[config.mk]
export PLATFORM = sky130hd
export DESIGN_NAME = fetch_queue
export DESIGN_NICKNAME = d
export VERILOG_FILES = /design/src/rtl/fetch_queue.sv
export SDC_FILE = /design/constraint.sdc
export NUM_CORES = 1
export LEC_CHECK = 0
export BUFFER_PORTS_ARGS = -buffer_cell sky130_fd_sc_hd__buf_2
export CAP_MARGIN = 20
export CORE_UTILIZATION = 40
export CTS_CLUSTER_DIAMETER = 100
export CTS_CLUSTER_SIZE = 28
export DETAILED_ROUTE_END_ITERATION = 6
export PLACE_DENSITY = 0.58
export SLEW_MARGIN = 20
export SYNTH_ARGS = -nofsm -noshare
export SYNTH_HDL_FRONTEND = slang
export SYNTH_SLANG_ARGS = --single-unit
[constraint.sdc]
create_clock -name i_clk -period 22.6 [get_ports i_clk]
set_input_delay 2.26 -clock i_clk [delete_from_list [all_inputs] [get_ports i_clk]]
set_output_delay 2.26 -clock i_clk [all_outputs]
set_load 0.03 [all_outputs]
[src/rtl/fetch_queue.sv]
// Instruction fetch front end: credit-based in-order fetch into a DEPTH-entry {pc, inst} FIFO.
// Optional counters are enabled with `define FETCH_QUEUE_STATS_EN.
module fetch_queue #(
  parameter logic [31:0] RESET_ADDR = 32'h0000_0000,
  parameter int unsigned DEPTH      = 4
) (
  input  logic        i_clk,
  input  logic        i_rst,
  output logic        o_mem_req_valid,
  input  logic        i_mem_req_ready,
  output logic [31:0] o_mem_req_addr,
  input  logic        i_mem_rsp_valid,
  input  logic [31:0] i_mem_rsp_rdata,
  output logic        o_inst_valid,
  input  logic        i_inst_ready,
  output logic [31:0] o_inst,
  output logic [31:0] o_inst_pc,
  input  logic        i_redirect,
  input  logic [31:0] i_redirect_pc
`ifdef FETCH_QUEUE_STATS_EN
  ,
  output logic [31:0] o_stat_redirects,
  output logic [31:0] o_stat_dropped,
  output logic [31:0] o_stat_starve
`endif
);

  localparam int unsigned AW = (DEPTH > 1) ? $clog2(DEPTH) : 1;
  localparam int unsigned CW = AW + 1;

  logic [31:0]   fetch_pc_q, fetch_pc_d;
  logic [31:0]   rsp_pc_q,   rsp_pc_d;
  logic [CW-1:0] count_q,    count_d;
  logic [CW-1:0] out_q,      out_d;
  logic [CW-1:0] drop_q,     drop_d;
  logic [AW-1:0] wr_ptr_q,   wr_ptr_d;
  logic [AW-1:0] rd_ptr_q,   rd_ptr_d;
  logic [31:0]   pc_mem_q   [DEPTH];
  logic [31:0]   inst_mem_q [DEPTH];

  logic        credit_ok;
  logic        req_hs;
  logic        pop;
  logic        keep;
  logic        discard;
  logic [31:0] redirect_pc;
  logic        unused_redirect_lsbs;

  assign redirect_pc          = {i_redirect_pc[31:2], 2'b00};
  assign unused_redirect_lsbs = ^i_redirect_pc[1:0];

  // Credit: a request is only issued if a FIFO slot is already reserved for its response.
  assign credit_ok       = ({1'b0, count_q} + {1'b0, out_q}) < (CW + 1)'(DEPTH);
  assign o_mem_req_valid = ~i_rst & ~i_redirect & credit_ok;
  assign o_mem_req_addr  = fetch_pc_q;
  assign req_hs          = o_mem_req_valid & i_mem_req_ready;

  assign o_inst_valid = (count_q != '0);
  assign o_inst       = inst_mem_q[rd_ptr_q];
  assign o_inst_pc    = pc_mem_q[rd_ptr_q];
  assign pop          = o_inst_valid & i_inst_ready;

  // A response in a redirect cycle is stale by definition and never enters the FIFO.
  assign keep    = i_mem_rsp_valid & ~i_redirect & (drop_q == '0);
  assign discard = i_mem_rsp_valid & ~keep;

  always_comb begin
    fetch_pc_d = fetch_pc_q;
    rsp_pc_d   = rsp_pc_q;
    count_d    = count_q;
    drop_d     = drop_q;
    wr_ptr_d   = wr_ptr_q;
    rd_ptr_d   = rd_ptr_q;
    out_d      = out_q + CW'(req_hs) - CW'(i_mem_rsp_valid);

    if (i_redirect) begin
      fetch_pc_d = redirect_pc;
      rsp_pc_d   = redirect_pc;
      count_d    = '0;
      rd_ptr_d   = wr_ptr_q;
      drop_d     = out_d;
    end else begin
      if (req_hs) begin
        fetch_pc_d = fetch_pc_q + 32'd4;
      end
      if (i_mem_rsp_valid && (drop_q != '0)) begin
        drop_d = drop_q - CW'(1);
      end
      if (keep) begin
        rsp_pc_d = rsp_pc_q + 32'd4;
        wr_ptr_d = wr_ptr_q + AW'(1);
      end
      if (pop) begin
        rd_ptr_d = rd_ptr_q + AW'(1);
      end
      count_d = count_q + CW'(keep) - CW'(pop);
    end
  end

  always_ff @(posedge i_clk or posedge i_rst) begin
    if (i_rst) begin
      fetch_pc_q <= RESET_ADDR;
      rsp_pc_q   <= RESET_ADDR;
      count_q    <= '0;
      out_q      <= '0;
      drop_q     <= '0;
      wr_ptr_q   <= '0;
      rd_ptr_q   <= '0;
    end else begin
      fetch_pc_q <= fetch_pc_d;
      rsp_pc_q   <= rsp_pc_d;
      count_q    <= count_d;
      out_q      <= out_d;
      drop_q     <= drop_d;
      wr_ptr_q   <= wr_ptr_d;
      rd_ptr_q   <= rd_ptr_d;
    end
  end

  // Storage is reset so the head outputs read as zero during and right after reset.
  always_ff @(posedge i_clk or posedge i_rst) begin
    if (i_rst) begin
      for (int unsigned i = 0; i < DEPTH; i++) begin
        pc_mem_q[i]   <= '0;
        inst_mem_q[i] <= '0;
      end
    end else if (keep) begin
      pc_mem_q[wr_ptr_q]   <= rsp_pc_q;
      inst_mem_q[wr_ptr_q] <= i_mem_rsp_rdata;
    end
  end

`ifdef FETCH_QUEUE_STATS_EN
  logic [31:0] redirects_q, redirects_d;
  logic [31:0] dropped_q,   dropped_d;
  logic [31:0] starve_q,    starve_d;

  always_comb begin
    redirects_d = redirects_q;
    dropped_d   = dropped_q;
    starve_d    = starve_q;
    if (i_redirect && (redirects_q != '1)) begin
      redirects_d = redirects_q + 32'd1;
    end
    if (discard && (dropped_q != '1)) begin
      dropped_d = dropped_q + 32'd1;
    end
    if (i_inst_ready && !o_inst_valid && (starve_q != '1)) begin
      starve_d = starve_q + 32'd1;
    end
  end

  always_ff @(posedge i_clk or posedge i_rst) begin
    if (i_rst) begin
      redirects_q <= '0;
      dropped_q   <= '0;
      starve_q    <= '0;
    end else begin
      redirects_q <= redirects_d;
      dropped_q   <= dropped_d;
      starve_q    <= starve_d;
    end
  end

  assign o_stat_redirects = redirects_q;
  assign o_stat_dropped   = dropped_q;
  assign o_stat_starve    = starve_q;
`else
  logic unused_discard;
  assign unused_discard = discard;
`endif

  a_credit : assert property (@(posedge i_clk) disable iff (i_rst)
    ({1'b0, count_q} + {1'b0, out_q}) <= (CW + 1)'(DEPTH));
  a_drop_le_out : assert property (@(posedge i_clk) disable iff (i_rst)
    drop_q <= out_q);
  a_no_orphan_rsp : assert property (@(posedge i_clk) disable iff (i_rst)
    !(i_mem_rsp_valid && (out_q == '0)));

endmodule

==> reports/qor.csv <==
metric;value;unit
post-synthesis cell type count;47;
CTS Hold Bufs;0;
RePlAce Congestion;0.7887;
Reg-to-Reg End;drop_q[2];
Seq pwr share;44.2;%
Hold Violations, Final;0;
Finish-stage setup viols;0;
initial antenna violation count;0;
Worst Setup End Kind;primary output;
Worst EP required;20340;ps
critical path fanouts, max;74;
Register-to-Register Path Depth;12;
RSZ-0062 raised after global routing;false;
post-cts sizing count;0;
ant diodes;0;
internal power;1.326;mW
FF+latch count, synth;321;
Leak;7.755;nW
Design Area, Final;16470;µm²
final worst path period share;24.96;%
DP Area;15960;µm²
PortBufs;161;
yosys warns;0;
Clock power frac;16.4;%
H-tree Lvls;1;
Worst Skew;25.74;ps
sequential-to-total area share from yosys stat;54.37;%
worst vdd rail ir drop;68.59;µV
Hold Path Class;reg2reg;
clock root buffer;clkbuf_16;
IO Pins;168;
layout cell share with drive strength beyond 1;42.73;%
clock sinks;321;
per-cell routed wire length;19.64;µm
hold path start;pc_mem_q[27];
die extent in x;194.2;µm
Die Ht;194.2;µm
maximum buffer depth of the clock tree;3;
Synth async-reset ratio;100.0;%
number of synthesized flops with an enable pin;0;
clk_lat worst skew;520;ps
Final ANT Viol Nets;0;
Least-Margin Pin Slew;1087;ps
die footprint;37700;µm²
Cell Rows;70;
Sw Share;36.49;%
CTS tree;yes;
Mapped Cells;1072;
total CTS buffers;16;
status;complete, no violations;
Global Route Usage Sum;17.48;%
Syn Area/Cell;13.78;µm²
switching power;0.7618;mW
wirelength, routed;32690;µm
first-pass GRT wire length;52650;µm
worst slack at placement;16590;ps
Final WS setup;16960;ps
most frequent cells in the layout;319 x dfrtp_1, 244 x mux2_2, 161 x buf_2;
vias in the first global route;9386;
commonest non-fill, non-tap cell in the layout;dfrtp_1;
fin crit period;5641;ps
kind of start point of the critical path;input port;
Synth Flop Type;dfrtp_1;
power density over cell area;126.8;nW/µm²
1st-pass router iterations;5;
Post-CTS Repair Setup Buffers;0;
dpl hpwl;20280;µm
clk slew on worst S/H paths;110;ps
Hold Path End;pc_mem_q[27];
f_max;177.3;MHz
max_slew headroom;27.50;%
combinational share of power;39.3;%
hold depth;2;
number of max-cap violations;0;
Layout Area Growth over Synthesis;11.46;%
critical path class;in2out;
Post-Syn Area;14770;µm²
worst reg-to-reg setup slack;18820;ps
DR DRC count;0;
Vias;9177;
Finished Core Util;45.19;%
Core ar.;36430;µm²
DRT iter0 DRCs;423;
setup TNS;0;ps
Layout Nets;1277;
r2r startpoint;count_q[2];
Critical Path AT;3380;ps
total power;2.088;mW
Starting Density;40.55;%
total grt overflow;0;
Final Max Tran Viols;0;
largest net degree at the start of global routing;118;
vias per cell;5.515;
[cells by family after synthesis]
kind of cell    synth area share [%]
compound gates                 3.710
simple gates                   7.369
mux                            28.19
xor+xnor                       2.312
buf+inv                        2.566
flops                          54.37
fa+ha+maj                      1.457
other cells                  0.02538
[metal layers]
metal | up-vias | global-route usage [%] | wire [µm]
met5 | - | 0 | 0
met4 | 0 | 3.410 | 495
met3 | 28 | 2.000 | 1353
met2 | 212 | 27.84 | 15140
met1 | 4771 | 25.87 | 15700
li1 | 4166 | - | -
[power by group through the flow]
stage | clock network, mW | logic, mW | registers, mW
after floorplan | 0 | 0.654 | 0.891
after global placement | 0 | 0.823 | 0.928
after detailed placement | 0 | 0.838 | 0.938
after CTS | 0.359 | 0.838 | 0.926
after global routing | 0.374 | 0.883 | 0.957
final | 0.343 | 0.822 | 0.923
[cell usage after synthesis, types with 2 or more instances]
cell        n  area, µm²
nor4_4      2      42.54
and2_1      5      31.28
fa_1        2      40.04
o211ai_1   12      90.09
nor4_1      3      18.77
ha_1       14      175.2
buf_1       5      18.77
o21ai_0    56      280.3
nor2_1     27      101.4
o311ai_0    9      78.83
xnor2_1    12      105.1
a21oi_1     4      20.02
mux4_2     62       1396
mux2i_1     2      20.02
dfrtp_1   321       8033
buf_2      22      110.1
nand3_1    35      175.2
a41oi_1     2      17.52
or4_1       3      22.52
nand4b_1    2      17.52
mux2_2    244       2748
and4_1      4      35.03
nand2_1    70      262.8
clkbuf_1   36      135.1
and3_1      9      56.30
inv_1      17      63.81
buf_4       5      37.54
a31oi_1     6      37.54
nand3b_1    4      30.03
xor2_1     27      236.5
nor3_1      7      35.03
nand4_1    25      156.4
or3_1       4      25.02
[cell type report]
class                   count  area (µm²)
multi-input cells         667        6402
clock buffers              20       456.7
well taps                 468       585.6
flip-flops and latches    321        8040
clock inverters             3       47.55
repair buffers            168       862.1
fillers                  3358       19970
inverters                  17       71.32
[state kept, by name, indices dropped and copies added (netlist names)]
signal	cells
o_mem_req_addr	30
rsp_pc_q	30
count_q	3
out_q	3
inst_mem_q	128
wr_ptr_q	2
pc_mem_q	120
drop_q	3
rd_ptr_q	2
[metrics by stage]
step                      hold slack, ps  instances
after floorplan                    444.6       1075
after global placement             459.7       1641
after detailed placement           473.2       1641
after CTS                          498.9       1664
after global routing               521.1       1664
final                              491.5       1664
[worst max-delay path, stage by stage]
cell and delay (ps):
buf_2 80, buf_4 540, nor3_1 120, and3_1 190
buf_2 180
[how the worst max path moves through the flow]
stage	start	endpoint	slack, ps	depth (start not counted)
after floorplan	i_rst	count_q[0]	11460	1
after global placement	i_redirect	drop_q[2]	16600	13
after detailed placement	i_redirect	drop_q[2]	16590	13
after CTS	i_redirect	o_mem_req_valid	16890	5
after global routing	i_redirect	o_mem_req_valid	16830	5
final	i_redirect	o_mem_req_valid	16960	5
No activity file was read; power rests on OpenSTA's default activity.
